$ cat config.mk
export PLATFORM = sky130hd
export DESIGN_NAME = register_file
export DESIGN_NICKNAME = d
export VERILOG_FILES = /design/src/rtl/regfile_pkg.sv /design/src/rtl/register_file_decoder.sv /design/src/rtl/register_file.sv
export SDC_FILE = /design/constraint.sdc
export NUM_CORES = 2
export LEC_CHECK = 0
export CAP_MARGIN = 20
export CORE_MARGIN = 5
export CORE_UTILIZATION = 60
export CTS_BUF_LIST = sky130_fd_sc_hd__clkbuf_4 sky130_fd_sc_hd__clkbuf_8
export DETAILED_ROUTE_END_ITERATION = 8
export PLACE_DENSITY = 0.76
export SYNTH_ARGS = -nofsm -noshare
export SYNTH_HDL_FRONTEND = slang
export SYNTH_SLANG_ARGS = --single-unit
$ cat constraint.sdc
create_clock -name clk -period 42.6 [get_ports clk]
set_input_delay 8.52 -clock clk [delete_from_list [all_inputs] [get_ports clk]]
set_output_delay 8.52 -clock clk [all_outputs]
set_load 0.02 [all_outputs]
$ cat src/rtl/regfile_pkg.sv
// Shared definitions for the 32-entry register file.
// Holds the array geometry, the address and one-hot write-enable types, and
// the forwarding-match helper that the optional write-through path uses.
package regfile_pkg;

  localparam int REG_COUNT = 32;
  localparam int ADDR_W    = 5;

  typedef logic [ADDR_W-1:0]    reg_addr_t;
  typedef logic [REG_COUNT-1:0] reg_onehot_t;

  // True when a read port should take the in-flight write data rather than
  // the stored value. Index 0 never forwards because it is hardwired to zero.
  function automatic logic bypass_hit(input logic      wr_ena,
                                      input reg_addr_t wr_addr,
                                      input reg_addr_t rd_addr);
    return wr_ena && (wr_addr != '0) && (rd_addr == wr_addr);
  endfunction

endpackage

$ cat src/rtl/register_file_decoder.sv
// Write-address decoder tree for the register file.
// decoder_5_to_32 is built from one decoder_2_to_4, which selects a group of
// eight registers, feeding the enables of four decoder_3_to_8 leaves. With
// ena low every output is zero regardless of the address, so an undriven
// address cannot cause a spurious write.
import regfile_pkg::*;

module decoder_2_to_4 (
  input  logic [1:0] sel,
  input  logic       ena,
  output logic [3:0] dec
);

  // Drive exactly one output high when enabled, none otherwise.
  always_comb begin
    dec = '0;
    if (ena) begin
      dec[sel] = 1'b1;
    end
  end

endmodule

module decoder_3_to_8 (
  input  logic [2:0] sel,
  input  logic       ena,
  output logic [7:0] dec
);

  // Drive exactly one output high when enabled, none otherwise.
  always_comb begin
    dec = '0;
    if (ena) begin
      dec[sel] = 1'b1;
    end
  end

endmodule

module decoder_5_to_32 (
  input  reg_addr_t   addr,
  input  logic        ena,
  output reg_onehot_t onehot
);

  logic [3:0] grp_ena;

  decoder_2_to_4 u_grp (
    .sel (addr[4:3]),
    .ena (ena),
    .dec (grp_ena)
  );

  for (genvar g = 0; g < 4; g++) begin : g_leaf
    decoder_3_to_8 u_leaf (
      .sel (addr[2:0]),
      .ena (grp_ena[g]),
      .dec (onehot[g*8 +: 8])
    );
  end

endmodule

$ cat src/rtl/register_file.sv
// 32-entry x N-bit register file with two combinational read ports and one
// synchronous write port, feeding ALU operands A and B.
// Register 0 is hardwired to zero and has no storage.
// Optional feature macro: REGFILE_BYPASS_EN
//   defined   -> a read of the register being written returns wr_data in the
//                same cycle (suppressed while rst is high)
//   undefined -> reads show the stored value until the write edge commits.
import regfile_pkg::*;

module register_file #(
  parameter int N = 32
) (
  input  logic         clk,
  input  logic         rst,
  input  logic         wr_ena,
  input  reg_addr_t    wr_addr,
  input  logic [N-1:0] wr_data,
  input  reg_addr_t    rd_addr0,
  output logic [N-1:0] rd_data0,
  input  reg_addr_t    rd_addr1,
  output logic [N-1:0] rd_data1
);

  reg_onehot_t  wr_en_1h;
  logic [N-1:0] regs [REG_COUNT];
  logic [N-1:0] mux_data0;
  logic [N-1:0] mux_data1;
  logic         unused_wr_en_r0;

  decoder_5_to_32 u_wr_dec (
    .addr   (wr_addr),
    .ena    (wr_ena),
    .onehot (wr_en_1h)
  );

  // Index 0 has no flop, so its decoder output is deliberately left unused.
  assign unused_wr_en_r0 = wr_en_1h[0];
  assign regs[0]         = '0;

  for (genvar i = 1; i < REG_COUNT; i++) begin : g_reg
    logic [N-1:0] q;

    // Each register clears immediately on rst and otherwise loads wr_data
    // on the edge where its one-hot enable is set; rst wins over a write.
    always_ff @(posedge clk or posedge rst) begin
      if (rst) begin
        q <= '0;
      end else if (wr_en_1h[i]) begin
        q <= wr_data;
      end
    end

    assign regs[i] = q;
  end

  // Port 0 stored-value mux; index 0 forced to zero explicitly.
  always_comb begin
    mux_data0 = regs[rd_addr0];
    if (rd_addr0 == '0) begin
      mux_data0 = '0;
    end
  end

  // Port 1 stored-value mux; index 0 forced to zero explicitly.
  always_comb begin
    mux_data1 = regs[rd_addr1];
    if (rd_addr1 == '0) begin
      mux_data1 = '0;
    end
  end

`ifdef REGFILE_BYPASS_EN
  // Forward the in-flight write to any port reading the same register, so
  // the ALU sees the new value in the same cycle. Disabled during reset.
  always_comb begin
    rd_data0 = mux_data0;
    rd_data1 = mux_data1;
    if (!rst && bypass_hit(wr_ena, wr_addr, rd_addr0)) begin
      rd_data0 = wr_data;
    end
    if (!rst && bypass_hit(wr_ena, wr_addr, rd_addr1)) begin
      rd_data1 = wr_data;
    end
  end
`else
  // Without forwarding the ports show the committed register contents only.
  always_comb begin
    rd_data0 = mux_data0;
    rd_data1 = mux_data1;
  end
`endif

endmodule

After elaboration in Yosys (flattened, before gate mapping)
Index checks and enable logic that the tools add are counted.

cells by class
  equality and inequality tests = 0
  div/mod/pow operators = 0
  reductions and logical operators = 4
  bitwise gates (word level) = 2
  multiplexer cells = 17
  $lt $le $gt $ge = 6
  $add $sub $neg = 0
  shift-type cells = 0
  multiply operators = 0

operators by type and width
  operator                                                                              number
  32-bit binary-select mux with 5-bit select                                            2
  32-bit 2-to-1 mux                                                                     6
  8-bit 2-to-1 mux                                                                      4
  6-bit greater-or-equal comparator (second input constant)                             2
  5-bit inverter with 6-bit output                                                      2
  5-bit zero test                                                                       2
  3-bit by 4-bit < comparator with 1-bit output (second input constant)                 1
  4-bit 2-to-1 mux                                                                      1
  1-bit demux with 3-bit select                                                         1
  3-bit by 1-bit greater-or-equal comparator with 1-bit output (second input constant)  1
  2-bit by 3-bit < comparator with 1-bit output (second input constant)                 1
  1-bit demux with 2-bit select                                                         1
  2-bit by 1-bit greater-or-equal comparator with 1-bit output (second input constant)  1
  1-bit logical AND                                                                     2
  1-bit 2-to-1 mux                                                                      2

word-level totals
  RAM bits = 0
  logic and storage cells = 60
  bits of input ports = 50
  latch bits = 0
  register bits after elaboration = 992
  ROM bits = 0
  output and inout port bits = 64
  memories = 0

Logic depth before layout (Yosys ltp)
  depth in word-level cells = 6
  depth in mapped cells = 8
  gate-level depth less buffers = 4

Cells and area by module
A second synthesis with hierarchy kept.

unflattened totals
  cells, all modules = 3810
  area, all modules = 53742.8 um2

by module, submodules not included
  module          area each (um2)  instances  cells an instance  sequential area each (um2)
  register_file   53324.9          1          3774               24823.8
  decoder_3_to_8  95.1             4          8                  0.0
  decoder_2_to_4  37.5             1          4                  0.0

Worst setup path before layout
No wires, ideal clock.

  kind = input -> output
  start point = input port rd_addr1[2]
  end point = output port rd_data1[31]
  setup slack = 23.987 ns
  buffers on the path = 2
  data arrival time = 10.093 ns
  stages on the path = 6
  data required time = 34.080 ns
  cell sequence = buf_2 -> clkbuf_1 -> mux4_2 -> mux2i_1 -> nand2_1 -> nor4bb_1

on the way
  cells in the longest elaborated chain, start to end = 5

ends and longest elaborated chain
  item                                                    RTL line             text
  start, declared                                         register_file.sv:20  input reg_addr_t rd_addr1,
  5-bit inverter with 6-bit output (not written as such)  register_file.sv:66  mux_data1 = regs[rd_addr1];
  32-bit binary-select mux with 5-bit select              register_file.sv:66
  32-bit 2-to-1 mux (not written as such) (2 in series)   register_file.sv:66
  32-bit 2-to-1 mux *                                     register_file.sv:67  if (rd_addr1 == '0) begin
  end, declared                                           register_file.sv:21  output logic [N-1:0] rd_data1

Mark *: on every way between the ends. The rest lies on a longest branch, timed or not. The select of a mux whose other input is x is not followed.

Worst setup path in the final report
  start point = input port rd_addr0[1]
  end point = output port rd_data0[8]

on the way
  cells in the longest elaborated chain, start to end = 5

ends and longest elaborated chain
  item                                                    RTL line             text
  start, declared                                         register_file.sv:18  input reg_addr_t rd_addr0,
  5-bit inverter with 6-bit output (not written as such)  register_file.sv:58  mux_data0 = regs[rd_addr0];
  32-bit binary-select mux with 5-bit select              register_file.sv:58
  32-bit 2-to-1 mux (not written as such) (2 in series)   register_file.sv:58
  32-bit 2-to-1 mux *                                     register_file.sv:59  if (rd_addr0 == '0) begin
  end, declared                                           register_file.sv:19  output logic [N-1:0] rd_data0,

Marks and branches as above.

==> run metrics <==
status=finished, final reports clean; period utilization=around half; # rows=approximately 110; gpl congestion=0.849; Top Ports=between 100 and 150; largest net degree at the start of global routing=120; Tot Pwr=2.72 mW; CTS Sinks=about 990; Post-layout nets=4,013; CP Capture Type=output pin; Slew Viols, Final=0; HPWL after DPL=90,500 um; synthesized flop and latch total=992; RSZ-0062 raised after global routing=no; CTS tree=done; Avg WL per Cell=30.2 um; Least-Margin Pin Slew=1300 ps; DRC viols=0; Sequential Power Share=46.4%; IO buf count=113; initial antenna violation count=4; First DRT Iteration DRCs=about 3,300; register area share after synthesis=46.4%; crit-path max FO=40; Total Routed Length=158,000 um; Root Buffer Master=clkbuf_8; Lkg Pwr=26.0 nW; post-CTS sizing=0; CP required=34,080 ps; Initial Util=60.5%; fmax=about 0.047 GHz; DIE AREA=about 95,000 sq um; Total GRT Usage=33.0%; vias per std cell=6.95; Final Non-Filler Cells=about 5,200; routed vias=about 36,000; die extent in y=309 um; max-cap violations=0; asr flop ratio synth=100%; Post-CTS Hold Buffers=0; peak supply drop=0.0314 mV; Comb pwr share=21.0%; die width=309 um; Placeable Area=88,400 sq um; Max-Slew Margin vs Limit=between 10% and 20%; Crit path top cell by count=buf_4; min cycle time layout=21,210 ps; max reg flops=992; clock buffer count from CTS=163; Remaining Overflow, GRT=0; Clk Latency, worst-skew pair=810 ps; Clock Path Buffers=3; Cell Area, Synth=53,500 sq um; Slowest cell on crit path=clkdlybuf4s50_1; CP peak stage delay=between 700 and 800 ps; final hold viol count=0; clk_skew=0 ps; layout cells sized above 1=between 40% and 50%; Mapped Cells=4,018; first-pass GRT wire length=238,000 um; top flop regs=g.q: 992 flops; DRT Pass-1 Iters=8; PD cells=around 47 nW/um^2; kind of critical path=in2out; largest register by flop count=g.q; Post CTS Setup Buffer Count=0; Most used DFF post-synth=dfrtp_1; Worst Path Buf+Inv=4; startpoint type of the worst setup path=input port; Final ANT Viol Nets=0; Inst Count DP=4,959; Post-synth EDFFs=0; placed cell areas=54,700 sq um; P_sw=0.781 mW; final hold slack=roughly 520 ps; syn_area_per_cell=13.3 sq um; Post-Layout Inst Area=58,200 sq um; Crit path max-delay family=buffers and inverters; Pint=1.94 mW; Synthesized Nets=4,068; Worst Path Arrival=roughly 13,000 ps; clock network power share=32.6%; Finish-stage setup viols=0; worst min path class=reg2reg; synth unique cells=37; Clock transition at path regs=about 60 ps; CTS H-tree depth=4; yosys warns=0; switch share=around 29%; critical-path cell list=buf_4 > buf_4 > nor2b_4 > buf_4 > a221oi_1 > o31a_1 > nor3_1 > clkdlybuf4s50_1; area grow syn2layout=8.89%; setup tns final=0 ps; vias in the first global route=37,424
-- final timing paths --
kind / from / to / slack [ps] / cells past startpoint
min in group asynchronous: rst / g_reg[18].q[29]$_DFFE_PP0P_ / 8260 / 2
worst max-delay path: rd_addr0[1] / rd_data0[8] / 21390 / 8
worst min-delay path: g_reg[12].q[22]$_DFFE_PP0P_ / g_reg[12].q[22]$_DFFE_PP0P_ / 520 / 1
worst max register to register: g_reg[22].q[13]$_DFFE_PP0P_ / g_reg[22].q[13]$_DFFE_PP0P_ / 41780 / 1
max in group asynchronous: rst / g_reg[28].q[14]$_DFFE_PP0P_ / 30390 / 6
worst min register to register: g_reg[12].q[22]$_DFFE_PP0P_ / g_reg[12].q[22]$_DFFE_PP0P_ / 520 / 1
-- placed cells by master, fill, tap and decap left out, types with 3 or more instances in the layout --
| cell type | instances |
|---|---|
| mux2_2 | 1179 |
| dfrtp_1 | 992 |
| mux2i_1 | 517 |
| o22ai_1 | 318 |
| clkbuf_8 | 210 |
| nor3_1 | 188 |
| mux4_2 | 130 |
| clkdlybuf4s50_1 | 107 |
| buf_4 | 88 |
| a22oi_1 | 63 |
| a221oi_1 | 62 |
| o31a_1 | 62 |
| clkbuf_4 | 48 |
| nand2_2 | 17 |
| nor2_4 | 16 |
| clkinv_2 | 10 |
| diode_2 | 6 |
| nand3b_1 | 6 |
| nor2b_4 | 5 |
| inv_8 | 5 |
| nor3b_1 | 4 |
| nand2b_4 | 4 |
| nor3_2 | 4 |
| nand2_1 | 3 |
| or2_2 | 3 |
| or3b_2 | 3 |
| inv_6 | 3 |
| clkinv_8 | 3 |
| buf_8 | 3 |
-- Yosys cell counts, types with 8 or more instances --
| cell | instances | area (sq um) |
|---|---|---|
| a221oi_1 | 62 | 543 |
| a22oi_1 | 63 | 473 |
| buf_1 | 18 | 67.6 |
| buf_2 | 146 | 731 |
| buf_4 | 50 | 375 |
| buf_6 | 31 | 349 |
| clkbuf_1 | 166 | 623 |
| clkbuf_8 | 8 | 110 |
| dfrtp_1 | 992 | 24800 |
| mux2_2 | 1179 | 13300 |
| mux2i_1 | 517 | 5170 |
| mux4_2 | 130 | 2930 |
| nand2_1 | 22 | 82.6 |
| nor2_1 | 14 | 52.6 |
| nor3_1 | 188 | 941 |
| o22ai_1 | 318 | 1990 |
| o31a_1 | 62 | 543 |
-- cell families after synthesis --
group / count (synthesis) / synth area share [%]
buffers and inverters: 423 / 4.29
DFF: 992 / 46.4
muxes: 1826 / 40.0
AOI/OAI and AO/OA: 508 / 6.67
and+or+nand+nor: 269 / 2.65
-- stage by stage --
step	utilization (%)	setup WS, ps
after floorplan	-	6170
after global routing	65.9	21340
after CTS	65.8	21450
after detailed placement	61.9	21460
after global placement	61.8	21450
final	65.9	21390
-- routing by layer --
layer,vias up,share of wire (%),track usage [%]
li1,15274,-,-
met1,19011,40,44.4
met2,1766,46,51.3
met3,441,9.2,8.35
met4,4,4.7,14.5
met5,-,0.085,0
-- power groups by stage --
stage	Sequential (mW)	Combinational, mW	Clock (mW)
after detailed placement	1.27	0.565	0
final	1.26	0.571	0.885
after global routing	1.29	0.614	0.937
after floorplan	1.24	0.448	0
after CTS	1.26	0.567	0.893
after global placement	1.26	0.551	0
-- area by class of cell --
type	count	area [sq um]
multi-input cells	2603	26600
flip-flops and latches	992	24800
clock buffers	258	3250
repair buffers	202	1880
fillers	6604	30100
diodes	6	15.0
well taps	1165	1460
clock inverters	22	208
inverters	1	11.3
No activity file was read; power rests on OpenSTA's default activity.
